### src/rtl/tone_decoder.sv
// Tone decoder: measures square-wave half-periods and maps them
// to a musical note and octave, with confirmation and silence detection.
module tone_decoder #(
    parameter int TOL     = 1,
    parameter int TIMEOUT = 262143
) (
    input  logic       clk,
    input  logic       reset,
    input  logic       tone_in,
    output logic [3:0] note,
    output logic [2:0] octave,
    output logic       note_valid,
    output logic       note_strobe,
    output logic       silence
);

    typedef enum logic [2:0] {
        IDLE,
        ARMED,
        NORMALIZE,
        MATCH,
        CONFIRM
    } state_t;

    localparam logic [17:0] TMO = 18'(TIMEOUT);
    localparam logic [17:0] TOLV = 18'(TOL);

    // Half-period table (D+1) for the top octave range, index = note
    function automatic logic [9:0] entry(input logic [3:0] i);
        logic [9:0] e;
        unique case (i)
            4'd0:    e = 10'd512;
            4'd1:    e = 10'd483;
            4'd2:    e = 10'd456;
            4'd3:    e = 10'd431;
            4'd4:    e = 10'd406;
            4'd5:    e = 10'd384;
            4'd6:    e = 10'd362;
            4'd7:    e = 10'd342;
            4'd8:    e = 10'd323;
            4'd9:    e = 10'd304;
            4'd10:   e = 10'd287;
            4'd11:   e = 10'd271;
            default: e = 10'd0;
        endcase
        return e;
    endfunction

    state_t      state_q, state_d;
    logic        sync1_q, sync1_d;
    logic        sync2_q, sync2_d;
    logic        prev_q, prev_d;
    logic [17:0] cnt_q, cnt_d;
    logic [17:0] h_q, h_d;
    logic        pend_q, pend_d;
    logic [17:0] work_q, work_d;
    logic [3:0]  shift_q, shift_d;
    logic [3:0]  idx_q, idx_d;
    logic        cand_vld_q, cand_vld_d;
    logic [3:0]  cand_note_q, cand_note_d;
    logic [2:0]  cand_oct_q, cand_oct_d;
    logic [3:0]  note_q, note_d;
    logic [2:0]  oct_q, oct_d;
    logic        valid_q, valid_d;
    logic        strobe_q, strobe_d;
    logic        silence_q, silence_d;

    logic        edge_w;
    logic        tmo;
    logic [17:0] norm;
    logic [17:0] ent;
    logic [17:0] diff;
    logic        in_rng;
    logic        hit;
    logic [2:0]  oct_new;

    // Edge detect, half-period counter and measurement FSM next state
    always_comb begin
        edge_w  = sync2_q ^ prev_q;
        tmo     = (cnt_q == TMO);
        norm    = work_q >> shift_q;
        ent     = {8'd0, entry(idx_q)};
        diff    = (norm >= ent) ? (norm - ent) : (ent - norm);
        in_rng  = (norm >= 18'd270) && (norm <= 18'd513);
        hit     = (diff <= TOLV);
        oct_new = 3'(4'd8 - shift_q);

        sync1_d     = tone_in;
        sync2_d     = sync1_q;
        prev_d      = sync2_q;
        state_d     = state_q;
        h_d         = h_q;
        pend_d      = pend_q;
        work_d      = work_q;
        shift_d     = shift_q;
        idx_d       = idx_q;
        cand_vld_d  = cand_vld_q;
        cand_note_d = cand_note_q;
        cand_oct_d  = cand_oct_q;
        note_d      = note_q;
        oct_d       = oct_q;
        valid_d     = valid_q;
        strobe_d    = 1'b0;
        silence_d   = silence_q;

        if (edge_w) begin
            cnt_d = 18'd1;
        end else if (tmo) begin
            cnt_d = cnt_q;
        end else begin
            cnt_d = cnt_q + 18'd1;
        end

        if (edge_w && (state_q == NORMALIZE || state_q == MATCH ||
                       state_q == CONFIRM)) begin
            h_d    = cnt_q;
            pend_d = 1'b1;
        end

        unique case (state_q)
            IDLE: begin
                if (edge_w) state_d = ARMED;
            end
            ARMED: begin
                if (edge_w) begin
                    work_d  = cnt_q;
                    pend_d  = 1'b0;
                    shift_d = 4'd1;
                    state_d = NORMALIZE;
                end else if (pend_q) begin
                    work_d  = h_q;
                    pend_d  = 1'b0;
                    shift_d = 4'd1;
                    state_d = NORMALIZE;
                end
            end
            NORMALIZE: begin
                if (in_rng) begin
                    idx_d   = 4'd0;
                    state_d = MATCH;
                end else if (shift_q == 4'd8) begin
                    cand_vld_d = 1'b0;
                    state_d    = ARMED;
                end else begin
                    shift_d = shift_q + 4'd1;
                end
            end
            MATCH: begin
                if (hit) begin
                    state_d = CONFIRM;
                end else if (idx_q == 4'd11) begin
                    cand_vld_d = 1'b0;
                    state_d    = ARMED;
                end else begin
                    idx_d = idx_q + 4'd1;
                end
            end
            CONFIRM: begin
                if (cand_vld_q && cand_note_q == idx_q &&
                    cand_oct_q == oct_new) begin
                    strobe_d  = !valid_q || note_q != idx_q ||
                                oct_q != oct_new;
                    note_d    = idx_q;
                    oct_d     = oct_new;
                    valid_d   = 1'b1;
                    silence_d = 1'b0;
                end else begin
                    cand_vld_d  = 1'b1;
                    cand_note_d = idx_q;
                    cand_oct_d  = oct_new;
                end
                state_d = ARMED;
            end
            default: state_d = IDLE;
        endcase

        // Silence overrides any confirm in the same cycle
        if (tmo) begin
            valid_d    = 1'b0;
            silence_d  = 1'b1;
            strobe_d   = 1'b0;
            cand_vld_d = 1'b0;
            pend_d     = 1'b0;
            state_d    = edge_w ? ARMED : IDLE;
        end
    end

    // State and output registers with synchronous reset
    always_ff @(posedge clk) begin
        if (reset) begin
            state_q     <= IDLE;
            sync1_q     <= 1'b0;
            sync2_q     <= 1'b0;
            prev_q      <= 1'b0;
            cnt_q       <= 18'd0;
            h_q         <= 18'd0;
            pend_q      <= 1'b0;
            work_q      <= 18'd0;
            shift_q     <= 4'd1;
            idx_q       <= 4'd0;
            cand_vld_q  <= 1'b0;
            cand_note_q <= 4'd0;
            cand_oct_q  <= 3'd0;
            note_q      <= 4'd0;
            oct_q       <= 3'd0;
            valid_q     <= 1'b0;
            strobe_q    <= 1'b0;
            silence_q   <= 1'b1;
        end else begin
            state_q     <= state_d;
            sync1_q     <= sync1_d;
            sync2_q     <= sync2_d;
            prev_q      <= prev_d;
            cnt_q       <= cnt_d;
            h_q         <= h_d;
            pend_q      <= pend_d;
            work_q      <= work_d;
            shift_q     <= shift_d;
            idx_q       <= idx_d;
            cand_vld_q  <= cand_vld_d;
            cand_note_q <= cand_note_d;
            cand_oct_q  <= cand_oct_d;
            note_q      <= note_d;
            oct_q       <= oct_d;
            valid_q     <= valid_d;
            strobe_q    <= strobe_d;
            silence_q   <= silence_d;
        end
    end

    assign note        = note_q;
    assign octave      = oct_q;
    assign note_valid  = valid_q;
    assign note_strobe = strobe_q;
    assign silence     = silence_q;

endmodule
### config.mk
export PLATFORM = sky130hd
export DESIGN_NAME = tone_decoder
export DESIGN_NICKNAME = d
export VERILOG_FILES = /design/src/rtl/tone_decoder.sv
export SDC_FILE = /design/constraint.sdc
export NUM_CORES = 1
export LEC_CHECK = 0
export CAP_MARGIN = 20
export CORE_MARGIN = 5
export CORE_UTILIZATION = 50
export CTS_CLUSTER_DIAMETER = 50
export CTS_CLUSTER_SIZE = 14
export DETAILED_ROUTE_END_ITERATION = 10
export PLACE_DENSITY = 0.66
export SLEW_MARGIN = 15
export SYNTH_ARGS = -nofsm -noshare
export SYNTH_HDL_FRONTEND = slang
export SYNTH_SLANG_ARGS = --single-unit
### constraint.sdc
create_clock -name clk -period 8.7 [get_ports clk]
set_clock_uncertainty 0.1 [all_clocks]
set_input_delay 2.175 -clock clk [delete_from_list [all_inputs] [get_ports clk]]
set_output_delay 2.175 -clock clk [all_outputs]
set_load 0.02 [all_outputs]
==> Word level (Yosys, flattened, before mapping) <==
Memories as Yosys holds them, arrays and structs flattened. A register that Yosys moved wholly into a read port is not among the register bits.
Index checks and enable logic that the tools add are counted.
{ "word_totals": {"reg_bits": 87, "rom_bits": 160, "in_bits": 3, "out_inout_bits": 10, "elab_cells": 119, "mem_count": 1} }
{ "mem_list": {"columns": ["name", "words", "width", "read_ports", "rd_ports_with_merged_regs", "wr", "line_no", "source"], "rows": [
  ["(no name shown)", 16, 10, 1, 1, 0, "31", "unique case (i)"]
]} }
{ "classes": {"addsub": 6, "order_cmp": 4, "n_eq_ne": 25, "shifts": 1, "muxes": 36, "n_bitwise": 3, "n_reduce_logical": 24} }
{ "ops": {"columns": ["cell", "n"], "rows": [
  ["$mux W18", 3],
  ["$mux W4", 9],
  ["$mux W3", 8],
  ["$add A18 B1 Y18 const B", 1],
  ["$eq A18 B18 Y1 const B", 1],
  ["$ge A18 B10 Y1", 1],
  ["$ge A18 B9 Y1 const B", 1],
  ["$le A18 B1 Y1 const B", 1],
  ["$le A18 B10 Y1 const B", 1],
  ["$shr A18 B4 Y18", 1],
  ["$sub A10 B18 Y18", 1],
  ["$sub A18 B10 Y18", 1],
  ["$pmux W4 S2", 2],
  ["$pmux W3 S5", 1],
  ["$ne A2 B2 Y1 const B", 7],
  ["$mux W1", 12],
  ["$reduce_and A4 Y1", 3],
  ["$add A4 B1 Y4 const B", 2],
  ["$eq A4 B4 Y1 const B", 2],
  ["$ne A4 B3 Y1 const B", 2],
  ["$eq A3 B2 Y1 const B", 2],
  ["$ne A3 B3 Y1 const B", 2],
  ["$reduce_and A2 Y1", 3],
  ["$reduce_and A6 Y1", 1],
  ["other kinds (20)", 31]
]} }

==> Longest topological paths before layout <==
Gate-level depths: netlist (run 1).
{ "depth": {"depth_word": 8, "ltp_mapped": 27} }

==> Worst setup path after synthesis (run 1) <==
Ideal clock, no wire load.
{ "synth_path": {"kind": "reg2reg", "from": "register shift_q[0]", "to": "register, netlist name ent[6]", "t_arrival_ns": 5.899, "slack_ns": 2.575, "stages_incl_launch_ff": 25, "path_buffers": 4, "period_less_slack_ns": 6.125, "cell_sequence": "dfxtp_1 -> buf_4 -> buf_8 -> buf_8 -> buf_2 -> mux4_2 -> mux2_2 -> o21ai_0 -> inv_1 -> fa_1 -> a21o_1 -> a221oi_2 -> a31oi_1 -> nor2_1 -> nand2_2 -> a2111oi_2 -> o32ai_1 -> or3_1 -> nor4_2 -> a2bb2oi_2 -> nor2_1 -> inv_1 -> ha_1 -> a22oi_1 -> o31ai_1"} }
{ "synth_between": {"elab_chain_cells": 8, "elab_cells_between_ends": 14} }
{ "synth_lines": {"columns": ["item", "line_no", "source"], "rows": [
  ["from (decl)", "57", "logic [3:0] shift_q, shift_d;"],
  ["from (signal assigned)", "218", "shift_q <= shift_d;"],
  ["$shr A18 B4 Y18 *", "81", "norm = work_q >> shift_q;"],
  ["$sub A10 B18 Y18 (tied with other cells)", "83", "diff = (norm >= ent) ? (norm - ent) : (ent - norm);"],
  ["$mux W18", "83", null],
  ["$le A18 B1 Y1", "85", "hit = (diff <= TOLV);"],
  ["$ne A2 B2 Y1 (no line)", null, null],
  ["$reduce_and A4 Y1 (no line) *", null, null],
  ["$mux W4 (no line) * (2 in series)", null, null]
]} }
Every way passes the cells marked *; elsewhere a longest branch is shown, timed or not.
A chain may end at the register's enable or synchronous reset.

==> Final worst setup path (run 1) <==
{ "layout_path": {"from": "register shift_q[0]", "to": "register, netlist name ent[6]"} }
{ "layout_between": {"elab_chain_cells": 8, "elab_cells_between_ends": 14} }
{ "layout_lines": {"columns": ["item", "line_no"], "rows": [
  ["$shr A18 B4 Y18 *", "81"],
  ["$sub A10 B18 Y18 (tied with other cells)", "83"],
  ["$mux W18", "83"],
  ["$le A18 B1 Y1", "85"],
  ["$ne A2 B2 Y1 (no line)", null],
  ["$reduce_and A4 Y1 (no line) *", null],
  ["$mux W4 (no line) * (2 in series)", null]
]} }
Marks and branches as above.

==> impl_metrics.py, run 1 <==
metrics = {
    "timing": {
        "min_period_ps": 6878,
        "grt_setup_unrepaired": "no",
        "max_freq_mhz": 145.4,
        "relSlewSlack_pct": 33.34,
        "worstMarginPinSlew_ps": 991.7,
        "slew_violations": 0,
        "final-hold-violation-count": 0,
        "finalSetupViolations": 0,
        "fin_crit_sh_pct": 79.06,
        "fin_tns_setup_ps": 0,
    },
    "synthesis": {
        "yosys_warnings": 0,
        "synthCells": 808,
        "syn_area_sq_mm": 0.006950,
        "synth_fp_nets": 841,
        "ys_ff_latch": 97,
        "ys_types": 92,
        "synth_flop_cell": "dfxtp_1",
        "synth_edf_count": 0,
        "seq_area_frac_synth_pct": 27.94,
        "async_flop_share_pct": 0,
        "syn-mean-instance-area_sq_um": 8.602,
    },
    "detailed_routing": {
        "wl_per_cell_um": 16.62,
        "first_pass_iters": 6,
        "ant_nets": 0,
        "drtIter0Drc": 406,
        "drc": 0,
        "num_vias": 5714,
        "viasPerCell": 5.891,
        "wirelength_mm": 16.13,
    },
    "clocking": {
        "h-tree-depth": 3,
        "postCtsHoldBufs": 0,
        "clkLatencyLatePin_ps": 340,
        "cts.sinks": 97,
        "cts_made_buffers": 9,
        "cts_buffer_depth": 2,
        "post_cts_buffers": 0,
        "cts_resized": 0,
        "clockRootBuffer": "clkbuf_16",
        "cts.clk_slew.worst_paths_ps": 70,
        "cts_tree": "built",
    },
    "critical_path": {
        "path_class": "reg -> reg",
        "worstPathRequired_ps": 8810,
        "path_cells": "buf_4 > mux4_2 > mux2_2 > o21ai_0 > inv_1 > fa_1 > a21o_1 > a221oi_2 > a31oi_1 > nor2_1 > nand2_2 > a2111oi_2 > o32ai_1 > or3_1 > nor4_2 > a2bb2oi_2 > nor2_1 > inv_1 > ha_1 > a22oi_1 > o31ai_1",
        "max_stage_delay_ps": 590,
        "cp_slowest_cell": "mux4_2",
        "crit_path_start_kind": "flip-flop",
        "end_kind": "flip-flop",
        "cp.arrival_ps": 6990,
        "cp_max_fo": 30,
    },
    "floorplan": {
        "initial_core_util_pct": 50.46,
        "die_area_sq_mm": 0.01636,
        "row_count": 43,
        "die_width_um": 127.9,
        "core_area_sq_mm": 0.01377,
        "ios": 13,
        "dieHeight_um": 127.9,
    },
    "global_route": {
        "first_global_vias": 5492,
        "grt_pass1_wl_mm": 27.30,
        "grt_max_degree": 76,
        "track_usage_pct": 20.16,
        "overflow": 0,
        "antenna_found_initial": 0,
    },
    "status": {
        "status": "finished clean",
    },
    "final_layout": {
        "n_fill_cell": 1297,
        "final_common_cell": "dfxtp_1",
        "multiInputGateArea_sq_mm": 0.004539,
        "fin_cells": 970,
        "fin_area_sq_mm": 0.007301,
        "finish.utilization_pct": 53.01,
        "final_layout_size_suffix_gt1_share_pct": 10.38,
        "seq_area_sq_mm": 0.001942,
        "layout_common_cells": "dfxtp_1 (97), nand2_1 (84), nor2_1 (83), a21oi_1 (54), mux2i_1 (45)",
        "fin_nets": 818,
        "num_antenna_cells": 0,
        "syn_to_final_growth_pct": 5.040,
    },
    "placed_design": {
        "place_inst": 954,
        "place.gp.congestion": 0.9027,
        "hpwl_mm": 12.04,
        "numPortBuffers": 12,
        "placed_cell_area_sq_mm": 0.007017,
    },
    "power": {
        "irDropWorstVdd_mv": 0.1480,
        "powerDensity_mw_per_mm2": 133.7,
        "totalPowerFinal_w": 0.0009759,
        "cellLeakagePower_nw": 2.571,
    },
    "run": {
        "cap_viol_max_count": 0,
    },
    "hold_path": {
        "min_path_type": "reg -> reg",
    },
}
through the flow:
step                setup WS (ps)  hold slack (ps)
detailed placement           1868            333.6
floorplan                    2575            313.8
global route                 1276            372.4
finish                       1822            342.1
global placement             2140            334.2
CTS                          1834            349.3
synth_stat cells, drive strengths merged (17+ instances only):
cell type / count / area [sq um]
xnor2: 26 / 227.7
a211oi: 25 / 187.7
nor2: 84 / 315.3
a21oi: 56 / 295.3
mux4: 18 / 405.4
ha: 28 / 350.3
nor3: 19 / 106.4
nand3: 17 / 85.08
mux2i: 46 / 473.0
xor2: 19 / 166.4
clkbuf: 26 / 118.9
inv: 37 / 138.9
o21ai: 23 / 126.4
dfxtp: 97 / 1942
buf: 27 / 224.0
nand2: 86 / 327.8
sequential cells by signal, indices dropped and copies added, names as in the netlist:
name and count:
prev_d 1, note 4, pend_q 1, note_strobe 1, prev_q 1, shift_q 4, octave 3, sync1_q 1
cnt_q 18, idx_q 4, cand_vld_q 1, work_q 18, cand_note_q 4, cand_oct_q 3, state_q 3, note_valid 1
h_q 18, ent 10, silence 1
worst paths after layout:
kind	to	cells after the start	slack, ps	start
max reg2reg	ent[6]$_DFF_P_	21	1820	shift_q[0]$_SDFFE_PP1P_
max	ent[6]$_DFF_P_	21	1820	shift_q[0]$_SDFFE_PP1P_
min	prev_d$_SDFF_PP0_	1	340	sync1_q$_SDFF_PP0_
min reg2reg	prev_d$_SDFF_PP0_	1	340	sync1_q$_SDFF_PP0_
worst max-delay path, delay by kind of cell (launching register included):
family	cells	cell delay (ps)
muxes	2	900
and+or+nand+nor	5	1790
AOI/OAI and AO/OA	9	2090
DFF	1	440
adders and majority gates	2	710
buffers and inverters	3	720
power by group:
part	switching (W)	total, W	internal [W]
registers	0.00000742	0.000456	0.000449
logic	0.0000840	0.000144	0.0000604
clock network	0.000165	0.000375	0.000211
cell type report:
class / count / share of cell area [%]
clock buffer: 13 / 3.565
inverter: 38 / 1.954
clock inverter: 3 / 0.3256
multi-input combinational: 620 / 62.18
sequential: 97 / 26.60
tap: 180 / 3.085
timing repair buffer: 19 / 2.296
metal layers:
layer | track usage [%] | vias to the layer above | wire, um
met5 | 0 | - | 0
met4 | 8.739 | 0 | 595
met3 | 3.542 | 41 | 668
met2 | 31.08 | 144 | 7391
met1 | 27.74 | 2680 | 7470
li1 | - | 2849 | -
kinds of logic (layout without fill, tap and decap cells):
family	count (synthesis)	in the layout	share of synthesized area (%)
simple gates	290	290	20.70
compound gates	186	186	19.59
flops	97	97	27.94
buf+inv	91	73	6.984
mux	69	69	13.50
xor+xnor	45	45	5.671
fa+ha+maj	30	30	5.617
(Power assumes the default switching activity.)
==> run 2: changes to the inputs <==
==> constraint.sdc (replaced) <==
create_clock -name clk -period 6.5 [get_ports clk]
set_clock_uncertainty 0.1 [all_clocks]
set_input_delay 1.625 -clock clk [delete_from_list [all_inputs] [get_ports clk]]
set_output_delay 1.625 -clock clk [all_outputs]
set_load 0.02 [all_outputs]
==> impl_metrics.py, run 2 (synthesis gave the netlist of run 1 again) <==
metrics = {
    "timing": {
        "relSlewSlack_pct": 35.08,
        "fin_tns_setup_ps": 0,
        "final-hold-violation-count": 0,
        "slew_violations": 0,
        "min_period_ps": 6048,
        "fin_crit_sh_pct": 93.05,
        "max_freq_mhz": 165.3,
        "worstMarginPinSlew_ps": 965.8,
        "finalSetupViolations": 0,
        "grt_setup_unrepaired": "no",
    },
    "power": {
        "irDropWorstVdd_mv": 0.1627,
        "power.switching_w": 0.0003861,
        "clockPowerShare_pct": 38.5,
        "powerDensity_mw_per_mm2": 180.2,
        "power_frac_comb_pct": 16.2,
        "seqPwrFrac_pct": 45.3,
        "intPower_w": 0.0009607,
        "cellLeakagePower_nw": 2.662,
        "p_sw_share_pct": 28.67,
    },
    "detailed_routing": {
        "num_vias": 5864,
        "ant_nets": 0,
        "drc": 0,
        "wl_per_cell_um": 17.41,
        "wirelength_mm": 17.17,
        "drtIter0Drc": 506,
        "viasPerCell": 5.947,
        "first_pass_iters": 5,
    },
    "clocking": {
        "cts_made_buffers": 9,
        "cts.clk_slew.worst_paths_ps": 70,
        "cts.sinks": 97,
        "cts_buffer_depth": 2,
        "h-tree-depth": 3,
        "clockRootBuffer": "clkbuf_16",
        "cts_tree": "built",
        "clkLatencyLatePin_ps": 340,
        "postCtsHoldBufs": 0,
    },
    "critical_path": {
        "cp_num_cells": 21,
        "path_class": "reg -> reg",
        "cp_max_fo": 24,
        "path_delay_family": "simple AND/OR/NAND/NOR gates",
        "crit_path_start_kind": "flip-flop",
        "cp.arrival_ps": 6170,
        "max_stage_delay_ps": 530,
        "path_cells": "buf_6 > mux4_2 > mux2_2 > mux2i_2 > inv_1 > ha_1 > and3_1 > a221oi_2 > a31oi_1 > nor2_2 > and2_1 > a21oi_1 > xor2_1 > or3_1 > nor4_4 > a2bb2oi_2 > nor2_2 > inv_1 > ha_1 > a22oi_1 > o31ai_1",
        "worstPathRequired_ps": 6620,
        "ff2ff_path_depth": 21,
        "path_buf_inv": 3,
        "cp_slowest_cell": "mux4_2",
        "end_kind": "flip-flop",
    },
    "placed_design": {
        "place_inst": 969,
        "hpwl_mm": 12.95,
        "place.gp.congestion": 0.9106,
        "numPortBuffers": 12,
    },
    "floorplan": {
        "row_count": 43,
        "dieHeight_um": 127.9,
        "initial_core_util_pct": 50.46,
        "ios": 13,
        "core_area_sq_mm": 0.01377,
        "die_width_um": 127.9,
        "die_area_sq_mm": 0.01636,
    },
    "final_layout": {
        "num_antenna_cells": 0,
        "reg_top3": "cnt_q x18, h_q x18, work_q x18",
        "syn_to_final_growth_pct": 7.561,
        "fin_cells": 986,
        "final_layout_size_suffix_gt1_share_pct": 13.28,
        "final_common_cell": "dfxtp_1",
        "fin_nets": 834,
        "layout_common_cells": "dfxtp_1 (97), nand2_1 (84), nor2_1 (80), a21oi_1 (53), mux2i_1 (44)",
    },
    "global_route": {
        "grt_max_degree": 57,
        "overflow": 0,
        "first_global_vias": 5767,
        "antenna_found_initial": 0,
        "grt_pass1_wl_mm": 29.04,
        "track_usage_pct": 21.42,
    },
    "status": {
        "status": "finished clean",
    },
    "hold_path": {
        "min_path_type": "reg -> reg",
        "hold_depth": 2,
    },
    "run": {
        "cap_viol_max_count": 0,
    },
}
[run 2: cell count changes in the layout (fill, tap and decap cells not counted), sizes merged]
cell | previous run | this run
clkinvlp | 2 | 1
clkinv | 1 | 3
clkbuf | 13 | 9
buf | 8 | 24
inv | 38 | 41
[run 2: power groups by stage]
stage | registers [W] | clock network, W | logic, W
3_5_place_dp | 0.000624 | 0 | 0.000206
5_1_grt | 0.000612 | 0.000562 | 0.000234
6_report | 0.000610 | 0.000519 | 0.000218
2_1_floorplan | 0.000619 | 0 | 0.000161
4_1_cts | 0.000610 | 0.000532 | 0.000208
3_3_place_gp | 0.000624 | 0 | 0.000204
[run 2: worst register-to-register path: stages (launching register included)]
cell       delay [ps]
dfxtp_1           430
buf_6             270
mux4_2            530
mux2_2            290
mux2i_2           240
inv_1              80
ha_1              390
and3_1            250
a221oi_2          330
a31oi_1           190
nor2_2            220
and2_1            360
a21oi_1           130
xor2_1            200
or3_1             500
nor4_4            400
a2bb2oi_2         290
nor2_2            100
inv_1             100
ha_1              270
a22oi_1           180
o31ai_1           100
[run 2: metal layers]
metal	vias up	part of all wire (%)	GRT usage [%]	routed length, um
met5	-	0	0	0
met4	0	1.5	5.680	254
met3	23	3.5	2.125	606
met2	155	48	36.20	8304
met1	2812	47	29.30	8006
li1	2874	-	-	-
[run 2: worst paths after layout]
check,start,to,slack (ps)
setup reg to reg,shift_q[0]$_SDFFE_PP1P_,ent[6]$_DFF_P_,450
hold / removal,h_q[1]$_SDFFE_PP0P_,h_q[1]$_SDFFE_PP0P_,360
hold reg to reg,h_q[1]$_SDFFE_PP0P_,h_q[1]$_SDFFE_PP0P_,360
setup / recovery,shift_q[0]$_SDFFE_PP1P_,ent[6]$_DFF_P_,450
[run 2: timing repair]
action | 4_1_cts | 5_1_grt
endpoints found under the setup margin | 0 | 9
setup buffers | 0 | 1
gates resized for setup | 0 | 9
endpoints found under the hold margin | 0 | 0
[run 2: area by class of cell]
class | instances | area [sq um]
fillers | 1338 | 6297
repair buffers | 35 | 291.5
well taps | 180 | 225.2
clock buffers | 9 | 225.2
multi-input cells | 620 | 4577
flip-flops and latches | 97 | 1942
inverters | 38 | 142.6
clock inverters | 7 | 72.57
[run 2: through the flow]
stage | utilization, % | setup slack [ps] | cell area [sq um] | hold WS (ps) | total power (W)
2_1_floorplan | - | 375.4 | 6950 | 313.8 | 0.0007794
3_3_place_gp | 51.76 | 453.6 | 7129 | 329.4 | 0.0008277
3_5_place_dp | 51.76 | 297.0 | 7129 | 347.7 | 0.0008301
4_1_cts | 53.92 | 262.3 | 7427 | 357.6 | 0.001350
5_1_grt | 54.28 | 3.577 | 7476 | 365.2 | 0.001408
6_report | 54.28 | 451.7 | 7476 | 355.1 | 0.001347
==> run 3: changes to the inputs <==
--- a/config.mk
+++ b/config.mk
@@ -9,7 +9,7 @@
 export CORE_MARGIN = 5
 export CORE_UTILIZATION = 50
 export CTS_CLUSTER_DIAMETER = 50
-export CTS_CLUSTER_SIZE = 14
+export CTS_CLUSTER_SIZE = 12
 export DETAILED_ROUTE_END_ITERATION = 10
 export PLACE_DENSITY = 0.66
 export SLEW_MARGIN = 15
==> results of run 3 <==
No change in the layout: final DEF, timing and power equal those of run 2.
